### src/rtl/simd_pkg.sv
// Shared defaults and FSM encoding for the loop sequencer and its total calculator.
package simd_pkg;

    localparam int DEF_NUM_MAX_LOOPS     = 7;
    localparam int DEF_LOG_NUM_MAX_LOOPS = 3;
    localparam int DEF_BASE_WIDTH        = 32;
    localparam int DEF_NUM_ITER_WIDTH    = 32;
    localparam int DEF_TOTAL_WIDTH       = 64;

    typedef enum logic [2:0] {
        ST_IDLE  = 3'd0,
        ST_CALC  = 3'd1,
        ST_START = 3'd2,
        ST_RUN   = 3'd3,
        ST_DONE  = 3'd4
    } seq_state_t;

    // States in which a run is in flight and may be cancelled.
    function automatic logic run_active(seq_state_t s);
        return (s == ST_CALC) || (s == ST_START) || (s == ST_RUN);
    endfunction

endpackage

### src/rtl/loop_sequencer_if.sv
// Configuration, command and address-generator signals of the loop sequencer.
interface loop_sequencer_if
    import simd_pkg::*;
#(
    parameter int NUM_MAX_LOOPS     = DEF_NUM_MAX_LOOPS,
    parameter int LOG_NUM_MAX_LOOPS = DEF_LOG_NUM_MAX_LOOPS,
    parameter int BASE_WIDTH        = DEF_BASE_WIDTH,
    parameter int NUM_ITER_WIDTH    = DEF_NUM_ITER_WIDTH,
    parameter int TOTAL_WIDTH       = DEF_TOTAL_WIDTH
) ();

    logic                                cfg_valid;
    logic [LOG_NUM_MAX_LOOPS-1:0]        cfg_level;
    logic [BASE_WIDTH-1:0]               cfg_stride;
    logic [NUM_ITER_WIDTH-1:0]           cfg_num_iter;
    logic                                cfg_base_valid;
    logic [BASE_WIDTH-1:0]               cfg_base;
    logic                                cmd_start;
    logic                                cmd_abort;
    logic                                cmd_ready;
    logic [BASE_WIDTH-1:0]               gen_base;
    logic [BASE_WIDTH*NUM_MAX_LOOPS-1:0] gen_stride;
    logic [NUM_ITER_WIDTH*NUM_MAX_LOOPS-1:0] gen_num_iter;
    logic                                gen_start;
    logic                                gen_in_loop;
    logic                                gen_addr_valid;
    logic                                busy;
    logic                                done;
    logic                                aborted;
    logic                                cfg_err;
    logic [TOTAL_WIDTH-1:0]              addr_count;

    modport master (
        output cfg_valid, cfg_level, cfg_stride, cfg_num_iter,
        output cfg_base_valid, cfg_base,
        output cmd_start, cmd_abort,
        output gen_addr_valid,
        input  cmd_ready, gen_base, gen_stride, gen_num_iter,
        input  gen_start, gen_in_loop,
        input  busy, done, aborted, cfg_err, addr_count
    );

    modport slave (
        input  cfg_valid, cfg_level, cfg_stride, cfg_num_iter,
        input  cfg_base_valid, cfg_base,
        input  cmd_start, cmd_abort,
        input  gen_addr_valid,
        output cmd_ready, gen_base, gen_stride, gen_num_iter,
        output gen_start, gen_in_loop,
        output busy, done, aborted, cfg_err, addr_count
    );

endinterface

### src/rtl/loop_total_calc.sv
// Sequential product of the per-level effective iteration counts, one level per cycle.
module loop_total_calc
    import simd_pkg::*;
#(
    parameter int NUM_MAX_LOOPS     = DEF_NUM_MAX_LOOPS,
    parameter int LOG_NUM_MAX_LOOPS = DEF_LOG_NUM_MAX_LOOPS,
    parameter int NUM_ITER_WIDTH    = DEF_NUM_ITER_WIDTH,
    parameter int TOTAL_WIDTH       = DEF_TOTAL_WIDTH
) (
    input  logic                         clk,
    input  logic                         reset,
    input  logic                         start,
    input  logic                         cancel,
    input  logic [NUM_ITER_WIDTH-1:0]    num_iter,
    output logic [LOG_NUM_MAX_LOOPS-1:0] level,
    output logic                         done,
    output logic [TOTAL_WIDTH-1:0]       total
);

    localparam logic [LOG_NUM_MAX_LOOPS-1:0] LAST_LEVEL =
        LOG_NUM_MAX_LOOPS'(NUM_MAX_LOOPS - 1);

    logic                   active;
    logic [TOTAL_WIDTH-1:0] eff;

    // A zero count means the level is unused and contributes a factor of one.
    assign eff  = (num_iter == '0) ? TOTAL_WIDTH'(1) : TOTAL_WIDTH'(num_iter);
    assign done = active && (level == LAST_LEVEL);

    always_ff @(posedge clk) begin
        if (reset) begin
            active <= 1'b0;
            level  <= '0;
            total  <= TOTAL_WIDTH'(1);
        end else if (cancel) begin
            active <= 1'b0;
            level  <= '0;
        end else if (start) begin
            active <= 1'b1;
            level  <= '0;
            total  <= TOTAL_WIDTH'(1);
        end else if (active) begin
            total <= total * eff;
            if (done) begin
                active <= 1'b0;
                level  <= '0;
            end else begin
                level <= level + LOG_NUM_MAX_LOOPS'(1);
            end
        end
    end

endmodule

### src/rtl/loop_sequencer.sv
// Holds the loop configuration, sizes the run, and sequences the address generator.
module loop_sequencer
    import simd_pkg::*;
#(
    parameter int NUM_MAX_LOOPS     = DEF_NUM_MAX_LOOPS,
    parameter int LOG_NUM_MAX_LOOPS = DEF_LOG_NUM_MAX_LOOPS,
    parameter int BASE_WIDTH        = DEF_BASE_WIDTH,
    parameter int NUM_ITER_WIDTH    = DEF_NUM_ITER_WIDTH,
    parameter int TOTAL_WIDTH       = DEF_TOTAL_WIDTH
) (
    input  logic            clk,
    input  logic            reset,
    loop_sequencer_if.slave bus
);

    seq_state_t                    state;
    logic [BASE_WIDTH-1:0]         base_q;
    logic [BASE_WIDTH-1:0]         stride_q   [NUM_MAX_LOOPS];
    logic [NUM_ITER_WIDTH-1:0]     num_iter_q [NUM_MAX_LOOPS];
    logic [TOTAL_WIDTH-1:0]        addr_count_q;
    logic [TOTAL_WIDTH-1:0]        total;
    logic                          cmd_ready_q;
    logic                          busy_q;
    logic                          gen_start_q;
    logic                          gen_in_loop_q;
    logic                          done_q;
    logic                          aborted_q;
    logic                          cfg_err_q;
    logic                          level_ok;
    logic                          cfg_write;
    logic                          base_write;
    logic                          calc_start;
    logic                          calc_cancel;
    logic                          calc_done;
    logic [LOG_NUM_MAX_LOOPS-1:0]  calc_level;
    logic [BASE_WIDTH*NUM_MAX_LOOPS-1:0]     stride_flat;
    logic [NUM_ITER_WIDTH*NUM_MAX_LOOPS-1:0] num_iter_flat;

    assign level_ok    = {1'b0, bus.cfg_level} < (LOG_NUM_MAX_LOOPS+1)'(NUM_MAX_LOOPS);
    assign cfg_write   = (state == ST_IDLE) && bus.cfg_valid && level_ok;
    assign base_write  = (state == ST_IDLE) && bus.cfg_base_valid;
    assign calc_start  = (state == ST_IDLE) && bus.cmd_start;
    assign calc_cancel = (state == ST_CALC) && bus.cmd_abort;

    loop_total_calc #(
        .NUM_MAX_LOOPS     (NUM_MAX_LOOPS),
        .LOG_NUM_MAX_LOOPS (LOG_NUM_MAX_LOOPS),
        .NUM_ITER_WIDTH    (NUM_ITER_WIDTH),
        .TOTAL_WIDTH       (TOTAL_WIDTH)
    ) u_total_calc (
        .clk      (clk),
        .reset    (reset),
        .start    (calc_start),
        .cancel   (calc_cancel),
        .num_iter (num_iter_q[calc_level]),
        .level    (calc_level),
        .done     (calc_done),
        .total    (total)
    );

    // A write coinciding with cmd_start lands before the calculator reads level 0.
    always_ff @(posedge clk) begin
        if (reset) begin
            base_q <= '0;
            for (int i = 0; i < NUM_MAX_LOOPS; i++) begin
                stride_q[i]   <= '0;
                num_iter_q[i] <= NUM_ITER_WIDTH'(1);
            end
        end else begin
            if (base_write) begin
                base_q <= bus.cfg_base;
            end
            if (cfg_write) begin
                stride_q[bus.cfg_level]   <= bus.cfg_stride;
                num_iter_q[bus.cfg_level] <= bus.cfg_num_iter;
            end
        end
    end

    always_ff @(posedge clk) begin
        if (reset) begin
            state         <= ST_IDLE;
            addr_count_q  <= '0;
            cmd_ready_q   <= 1'b1;
            busy_q        <= 1'b0;
            gen_start_q   <= 1'b0;
            gen_in_loop_q <= 1'b0;
            done_q        <= 1'b0;
            aborted_q     <= 1'b0;
            cfg_err_q     <= 1'b0;
        end else begin
            gen_start_q <= 1'b0;
            done_q      <= 1'b0;
            aborted_q   <= 1'b0;
            cfg_err_q   <= ((state != ST_IDLE) && (bus.cfg_valid || bus.cfg_base_valid)) ||
                           ((state == ST_IDLE) && bus.cfg_valid && !level_ok);
            // Abort outranks completion, including a final valid in the same cycle.
            if (run_active(state) && bus.cmd_abort) begin
                state         <= ST_IDLE;
                gen_in_loop_q <= 1'b0;
                aborted_q     <= 1'b1;
                cmd_ready_q   <= 1'b1;
                busy_q        <= 1'b0;
            end else begin
                case (state)
                    ST_IDLE: begin
                        if (bus.cmd_start) begin
                            state        <= ST_CALC;
                            addr_count_q <= '0;
                            cmd_ready_q  <= 1'b0;
                            busy_q       <= 1'b1;
                        end
                    end
                    ST_CALC: begin
                        if (calc_done) begin
                            state         <= ST_START;
                            gen_start_q   <= 1'b1;
                            gen_in_loop_q <= 1'b1;
                        end
                    end
                    ST_START: begin
                        state <= ST_RUN;
                    end
                    ST_RUN: begin
                        if (bus.gen_addr_valid) begin
                            addr_count_q <= addr_count_q + TOTAL_WIDTH'(1);
                            if ((addr_count_q + TOTAL_WIDTH'(1)) == total) begin
                                state         <= ST_DONE;
                                done_q        <= 1'b1;
                                gen_in_loop_q <= 1'b0;
                            end
                        end
                    end
                    ST_DONE: begin
                        state       <= ST_IDLE;
                        cmd_ready_q <= 1'b1;
                        busy_q      <= 1'b0;
                    end
                    default: begin
                        state         <= ST_IDLE;
                        gen_in_loop_q <= 1'b0;
                        cmd_ready_q   <= 1'b1;
                        busy_q        <= 1'b0;
                    end
                endcase
            end
        end
    end

    for (genvar g = 0; g < NUM_MAX_LOOPS; g++) begin : g_flat
        assign stride_flat[g*BASE_WIDTH +: BASE_WIDTH]           = stride_q[g];
        assign num_iter_flat[g*NUM_ITER_WIDTH +: NUM_ITER_WIDTH] = num_iter_q[g];
    end

    assign bus.cmd_ready    = cmd_ready_q;
    assign bus.busy         = busy_q;
    assign bus.gen_base     = base_q;
    assign bus.gen_stride   = stride_flat;
    assign bus.gen_num_iter = num_iter_flat;
    assign bus.gen_start    = gen_start_q;
    assign bus.gen_in_loop  = gen_in_loop_q;
    assign bus.done         = done_q;
    assign bus.aborted      = aborted_q;
    assign bus.cfg_err      = cfg_err_q;
    assign bus.addr_count   = addr_count_q;

endmodule

### src/flat_wrapper.sv
// flat-port wrapper written by rule: the top's interface ports become plain ports
module loop_sequencer_flat import simd_pkg::*;
#(
    parameter int NUM_MAX_LOOPS     = DEF_NUM_MAX_LOOPS,
    parameter int LOG_NUM_MAX_LOOPS = DEF_LOG_NUM_MAX_LOOPS,
    parameter int BASE_WIDTH        = DEF_BASE_WIDTH,
    parameter int NUM_ITER_WIDTH    = DEF_NUM_ITER_WIDTH,
    parameter int TOTAL_WIDTH       = DEF_TOTAL_WIDTH
)
  (clk, reset, bus_cfg_valid, bus_cfg_level, bus_cfg_stride, bus_cfg_num_iter, bus_cfg_base_valid, bus_cfg_base, bus_cmd_start, bus_cmd_abort, bus_gen_addr_valid, bus_cmd_ready, bus_gen_base, bus_gen_stride, bus_gen_num_iter, bus_gen_start, bus_gen_in_loop, bus_busy, bus_done, bus_aborted, bus_cfg_err, bus_addr_count);
  loop_sequencer_if #(.NUM_MAX_LOOPS(NUM_MAX_LOOPS), .LOG_NUM_MAX_LOOPS(LOG_NUM_MAX_LOOPS), .BASE_WIDTH(BASE_WIDTH), .NUM_ITER_WIDTH(NUM_ITER_WIDTH), .TOTAL_WIDTH(TOTAL_WIDTH)) bus_i ();
  input  logic clk;
  input  logic reset;
  input wire logic [$bits(bus_i.cfg_valid)-1:0] bus_cfg_valid;
  input wire logic [$bits(bus_i.cfg_level)-1:0] bus_cfg_level;
  input wire logic [$bits(bus_i.cfg_stride)-1:0] bus_cfg_stride;
  input wire logic [$bits(bus_i.cfg_num_iter)-1:0] bus_cfg_num_iter;
  input wire logic [$bits(bus_i.cfg_base_valid)-1:0] bus_cfg_base_valid;
  input wire logic [$bits(bus_i.cfg_base)-1:0] bus_cfg_base;
  input wire logic [$bits(bus_i.cmd_start)-1:0] bus_cmd_start;
  input wire logic [$bits(bus_i.cmd_abort)-1:0] bus_cmd_abort;
  input wire logic [$bits(bus_i.gen_addr_valid)-1:0] bus_gen_addr_valid;
  output wire logic [$bits(bus_i.cmd_ready)-1:0] bus_cmd_ready;
  output wire logic [$bits(bus_i.gen_base)-1:0] bus_gen_base;
  output wire logic [$bits(bus_i.gen_stride)-1:0] bus_gen_stride;
  output wire logic [$bits(bus_i.gen_num_iter)-1:0] bus_gen_num_iter;
  output wire logic [$bits(bus_i.gen_start)-1:0] bus_gen_start;
  output wire logic [$bits(bus_i.gen_in_loop)-1:0] bus_gen_in_loop;
  output wire logic [$bits(bus_i.busy)-1:0] bus_busy;
  output wire logic [$bits(bus_i.done)-1:0] bus_done;
  output wire logic [$bits(bus_i.aborted)-1:0] bus_aborted;
  output wire logic [$bits(bus_i.cfg_err)-1:0] bus_cfg_err;
  output wire logic [$bits(bus_i.addr_count)-1:0] bus_addr_count;
  assign bus_i.cfg_valid = bus_cfg_valid;
  assign bus_i.cfg_level = bus_cfg_level;
  assign bus_i.cfg_stride = bus_cfg_stride;
  assign bus_i.cfg_num_iter = bus_cfg_num_iter;
  assign bus_i.cfg_base_valid = bus_cfg_base_valid;
  assign bus_i.cfg_base = bus_cfg_base;
  assign bus_i.cmd_start = bus_cmd_start;
  assign bus_i.cmd_abort = bus_cmd_abort;
  assign bus_i.gen_addr_valid = bus_gen_addr_valid;
  assign bus_cmd_ready = bus_i.cmd_ready;
  assign bus_gen_base = bus_i.gen_base;
  assign bus_gen_stride = bus_i.gen_stride;
  assign bus_gen_num_iter = bus_i.gen_num_iter;
  assign bus_gen_start = bus_i.gen_start;
  assign bus_gen_in_loop = bus_i.gen_in_loop;
  assign bus_busy = bus_i.busy;
  assign bus_done = bus_i.done;
  assign bus_aborted = bus_i.aborted;
  assign bus_cfg_err = bus_i.cfg_err;
  assign bus_addr_count = bus_i.addr_count;
  loop_sequencer #(.NUM_MAX_LOOPS(NUM_MAX_LOOPS), .LOG_NUM_MAX_LOOPS(LOG_NUM_MAX_LOOPS), .BASE_WIDTH(BASE_WIDTH), .NUM_ITER_WIDTH(NUM_ITER_WIDTH), .TOTAL_WIDTH(TOTAL_WIDTH)) u_core (.clk(clk), .reset(reset), .bus(bus_i));
endmodule
### config.mk
export PLATFORM = sky130hd
export DESIGN_NAME = loop_sequencer_flat
export DESIGN_NICKNAME = d
export VERILOG_FILES = /design/src/rtl/simd_pkg.sv /design/src/rtl/loop_sequencer_if.sv /design/src/rtl/loop_total_calc.sv /design/src/rtl/loop_sequencer.sv /design/src/flat_wrapper.sv
export SDC_FILE = /design/constraint.sdc
export NUM_CORES = 2
export LEC_CHECK = 0
export BUFFER_PORTS_ARGS = -buffer_cell sky130_fd_sc_hd__buf_2
export CAP_MARGIN = 20
export CORE_ASPECT_RATIO = 0.75
export CORE_MARGIN = 2
export CORE_UTILIZATION = 25
export DETAILED_ROUTE_END_ITERATION = 10
export PLACE_DENSITY = 0.38
export SYNTH_ARGS = -nofsm -noshare
export SYNTH_HDL_FRONTEND = slang
export SYNTH_HIERARCHICAL = 1
export SYNTH_SLANG_ARGS = --single-unit
export TNS_END_PERCENT = 5
### constraint.sdc
create_clock -name clk -period 14 [get_ports clk]
set_clock_uncertainty 0.2 [all_clocks]
set_input_delay 0.7 -clock clk [delete_from_list [all_inputs] [get_ports clk]]
set_output_delay 0.7 -clock clk [all_outputs]
set_load 0.05 [all_outputs]
# Word level (Yosys, flattened, before mapping)

Memory sizes are Yosys's and may differ from the RTL's. A register that Yosys moved wholly into a read port is not among the register bits.
Index checks and enable logic that the tools add are counted.

Flip-flop bits (word level): 174
RAM bits: 448
Input bits: 106
Output and inout port bits: 551
Logic and storage cells: 108
Memories: 2

Add/sub/neg operators: 2
Multipliers: 1
Order comparisons: 1
Eq/ne operators: 10
Mux-type cells: 39
Bitwise logic cells: 7
Reduce and logical (&&, ||, !) cells: 33

Memory list:

| memory            | depth | bits a word | read ports | clocked after Yosys merged registers in | write ports | RTL line             | text |
|---|---|---|---|---|---|---|---|
| u_core.num_iter_q | 7     | 32          | 8          | 1                                       | 7           | loop_sequencer.sv:19 | `logic [NUM_ITER_WIDTH-1:0] num_iter_q [NUM_MAX_LOOPS];` |
| u_core.stride_q   | 7     | 32          | 7          | 0                                       | 7           | loop_sequencer.sv:18 | `logic [BASE_WIDTH-1:0] stride_q [NUM_MAX_LOOPS];` |

Operator list:

| cell                                          | number |
|---|---|
| two-way mux 64 bit                            | 4 |
| case mux 64 bit (2 select lines)              | 1 |
| two-way mux 32 bit                            | 3 |
| adder 64 x 1 -> 64 bit, second input constant | 1 |
| == test 64 bit                                | 1 |
| multiplier 64 x 32 -> 64 bit                  | 1 |
| OR reduction 32 bit                           | 2 |
| logical NOT 32 bit                            | 1 |
| two-way mux 3 bit                             | 9 |
| two-way mux 1 bit                             | 18 |
| case mux 3 bit (4 select lines)               | 1 |
| AND reduction 4 bit                           | 3 |
| OR reduction 3 bit                            | 4 |
| logical AND 1 bit                             | 9 |
| inverter 1 bit                                | 7 |
| == test 3 x 2 -> 1 bit, second input constant | 2 |
| == test 3 bit, second input constant          | 2 |
| != test 2 bit, second input constant          | 3 |
| logical OR 1 bit                              | 4 |
| case mux 1 bit (2 select lines)               | 2 |
| AND reduction 2 bit                           | 2 |
| nonzero test 2 bit                            | 2 |
| OR reduction 2 bit                            | 2 |
| OR reduction 4 bit                            | 1 |
| other kinds (8)                               | 8 |

# Depth between registers and ports, before layout

Depth after elaboration: 8
Depth in mapped cells: 32
Gate-level depth less buffers: 27

# Hierarchy

Netlist, hierarchy kept.

Modules (own cells, without submodules):

| module          | instances | cells each | area each (um^2) |
|---|---|---|---|
| loop_total_calc | 1         | 5417       | 48280.1 |
| loop_sequencer  | 1         | 2274       | 25902.3 |

# Worst setup path after synthesis

No wires, ideal clock.

Path kind: register to register
Start: register u_core/u_total_calc/level[0] (netlist name)
End: register u_core.u_total_calc.total[59]
Setup time: 0.117 ns
Arrival time: 8.679 ns
Data required time: 13.683 ns
Slack: 5.003 ns
Cell stages (with the launch flop): 30
Path buffers: 5
Cell sequence: dfxtp_1 -> clkbuf_1 -> buf_1 -> mux4_2 -> mux2_2 -> clkbuf_1 -> clkbuf_1 -> and2_1 -> fa_1 -> fa_1 -> inv_1 -> fa_1 -> fa_1 -> inv_1 -> fa_1 -> fa_1 -> fa_1 -> fa_1 -> ha_1 -> buf_2 -> nand2_1 -> nor4_2 -> inv_1 -> o21ai_1 -> nand2_1 -> a31oi_2 -> o21ai_1 -> a21boi_1 -> o21ai_1 -> a32o_1

RTL lines:

| what                   | RTL line              | text |
|---|---|---|
| end signal: assignment | loop_total_calc.sv:43 | `total <= total * eff;` |
| end: declaration       | loop_total_calc.sv:17 | `output logic [TOTAL_WIDTH-1:0] total` |

==> metrics.txt <==
worst path required time 14370 ps; Cell Rows 173; Ys Warns 6; DRT Wirelength 317000 um; WL per Instance between 20 and 30 um; status completed; largest net degree at the start of global routing 77; worst-margin pin slew 1170 ps; ranking of synthesized cells by area fa_1 37%, edfxtp_1 17%, inv_1 6.9%, and2_1 6.7%, dfxtp_1 6.4%; CTS Buf Count 74; Post-Synth Simple-Gate Area 17.9%; CTS tree built; crit path DAT 11330 ps; Clock Sinks 654; Congestion Overflow GR 0; Finished Core Util 28.5%; final setup TNS 0 ps; DRC Markers 0; Cell variety after synth 103; Slew Limit Fails 0; post-detail-place hpwl approximately 240000 um; die width 633 um; Finished Cell Area between 80000 and 90000 um^2; EDFF count, synth between 400 and 500; Die Height 476 um; Final Wtd Congestion 0.896; DP Area 81700 um^2; top cell type by total area after synthesis fa_1; pwr/cell area ~100 nW/um^2; Final period util 78.3%; post-synthesis adder-cell area fraction 39.6%; placed insts 12000; Avg Cell Area, Syn 9.65 um^2; Skew-Pair Late Insertion Delay ~700 ps; VDD IR max 0.0000853 V; global-route usage over all layers 21.1%; most frequent cell after synthesis inv_1; Pleak 38.9 nW; Peak Freq about 0.091 GHz; Non-Filler Instances roughly 12000; Final Hold Vio Count 0; register area share after synthesis 23.3%; CP Capture Type flip-flop; first-pass GRT wire length roughly 450000 um; Max Root-Sink Buffers 3; post-CTS setup buffer count 0; mux cell area share after synthesis about 2.5%; CP Launch Type flip-flop; Crit Path Max Fanout 44; drt pass-1 iters 6; crit path kind reg -> reg; Post-Syn Area 74200 um^2; Buffers on Ports 656; Starting Density 25.1%; largest family of logic cells by synthesized area adder cells; Final ANT Viol Nets 0; share of the synthesized area in the top cell type 36.9%; final net count 9737; I/O pin total 657; share of flip-flops with an asynchronous set or reset 0%; post-cts sizing count 0; Post-Synth XOR/XNOR Area approximately 2.5%; # fillers 31600; Final min period 10960 ps; ys flop type edfxtp_1; layout cells sized above 1 between 10% and 20%; Rel. slew slack 22.0%; post-synthesis compound-gate area fraction 4.49%; initial antenna violation count 30; CTS HTree Levels 3; Layout area overhead 13.7%; MaxCap Viol Count 0; Initial DRC Count 4781; Die ar. between 300000 and 400000 um^2; Synth Register Bits 654; Clk Tree Root Cell clkbuf_16; RSZ-0062 raised after global routing no; Placeable Area 296000 um^2; Clock Pin Slew Worst Setup and Hold Paths ~60 ps; via count 56300; final setup fails 0; number of vias per cell 4.65; vias in the first global route between 50000 and 60000; Commonest cells post-synth 1370 x inv_1, 1368 x fa_1, 1251 x nand2_1; post-synthesis cell count 7691; Hold Crit Class in -> reg
==> repair_timing <==
action                                 CTS  global route
setup endpoints to repair                0             0
hold buffers                            10             0
endpoints found under the hold margin   10             0
==> critical path, cell delays in order, from the launching register on <==
cell and delay, ps:
dfxtp_4 680, buf_12 400, mux4_2 550, mux2_2 640
nor4_1 480, nand4_1 230, o21bai_4 740, buf_4 530
nand2_1 160, fa_1 530, fa_1 540, inv_1 50
fa_1 500, fa_1 570, fa_1 430, fa_1 450
ha_1 470, nand2_1 210, nor4_2 500, and2_1 210
nand4_2 150, a31oi_2 690, o21ai_1 230, a21boi_1 210
o21ai_1 80, a32o_1 260
==> cell families after synthesis <==
group	after synthesis
flip-flops	654
AO/OA/AOI/OAI	543
adder cells (fa/ha/maj)	1526
AND/OR/NAND/NOR	2774
other	1
multiplexers	102
buffers and inverters	1878
XOR/XNOR	213
==> stage by stage <==
stage / setup slack (ps) / total power, mW / hold WS (ps)
after floorplan: 5000 / 5.16 / 250
after global placement: 2730 / 6.52 / 234
after detailed placement: 3060 / 6.51 / 243
after CTS: 2990 / 8.62 / 3.07
after global routing: 2540 / 9.14 / 12.6
final: 3040 / 8.55 / 48.2
==> metal layers <==
| layer | GRT usage [%] | vias up | wire length (um) |
|---|---|---|---|
| met4 | 5.04 | 6 | 8230 |
| met3 | 2.87 | 244 | 19200 |
| met5 | 0 | - | 36 |
| met2 | 32.3 | 1861 | 140000 |
| li1 | - | 24100 | - |
| met1 | 31.1 | 30000 | 150000 |
==> path summary, 6_finish.rpt <==
| kind | endpoint | slack [ps] | depth (start not counted) | start |
|---|---|---|---|---|
| min reg2reg | u_core/bus.cmd_ready$_SDFFE_PP1P_ | 250 | 2 | u_core/bus.cmd_ready$_SDFFE_PP1P_ |
| max reg2reg | u_core/u_total_calc/total[59]$_SDFFE_PP0P_ | 3040 | 25 | u_core/u_total_calc/level[0]$_SDFFE_PP0P_ |
| min | u_core/bus.gen_base[6]$_SDFFE_PP0P_ | 50 | 3 | bus_cfg_base[6] |
| max | u_core/u_total_calc/total[59]$_SDFFE_PP0P_ | 3040 | 25 | u_core/u_total_calc/level[0]$_SDFFE_PP0P_ |
==> registers in the layout, summed over array words and instances, names as in the netlist, 3 cells and up <==
signal / count
u_core/bus.gen_base: 32
u_core/u_total_calc/level: 3
u_core/num_iter_q: 256
u_core/bus.addr_count: 64
u_core/state: 3
u_core/u_total_calc/total: 64
u_core/stride_q: 224
==> final cells by class <==
cell class	count	area, um^2	area share [%]
Multi-Input combinational cell	5190	50000	59.2
Sequential cell	654	17300	20.5
Inverter	1370	5140	6.10
Tap cell	3937	4930	5.84
Timing Repair Buffer	815	4580	5.43
Clock buffer	101	1990	2.36
Clock inverter	36	434	0.515
Antenna cell	7	17.5	0.0208
==> power by group <==
part           internal, mW  switching, mW
Clock                  1.11          0.945
Combinational          1.45           2.82
Sequential             2.14         0.0958
Total                  4.69           3.86
==> cell usage in the layout, fill, tap and decap left out, types with 11 or more instances in the layout <==
cell	n
a211oi_1	11
a21o_1	33
a21oi_1	237
a22oi_1	32
a31oi_1	19
and2_1	793
and3_1	15
and4_1	13
buf_2	656
buf_4	144
clkbuf_1	23
clkbuf_16	74
conb_1	32
dfxtp_1	232
edfxtp_1	416
fa_1	1368
ha_1	158
inv_1	1370
mux2_2	34
mux4_2	64
nand2_1	1247
nand3_1	56
nand4_1	47
nor2_1	398
nor3_1	50
nor4_1	39
o21ai_0	73
o21ai_1	31
o21bai_1	13
or3_1	20
xnor2_1	161
xor2_1	52
No activity file was read; power rests on OpenSTA's default activity.
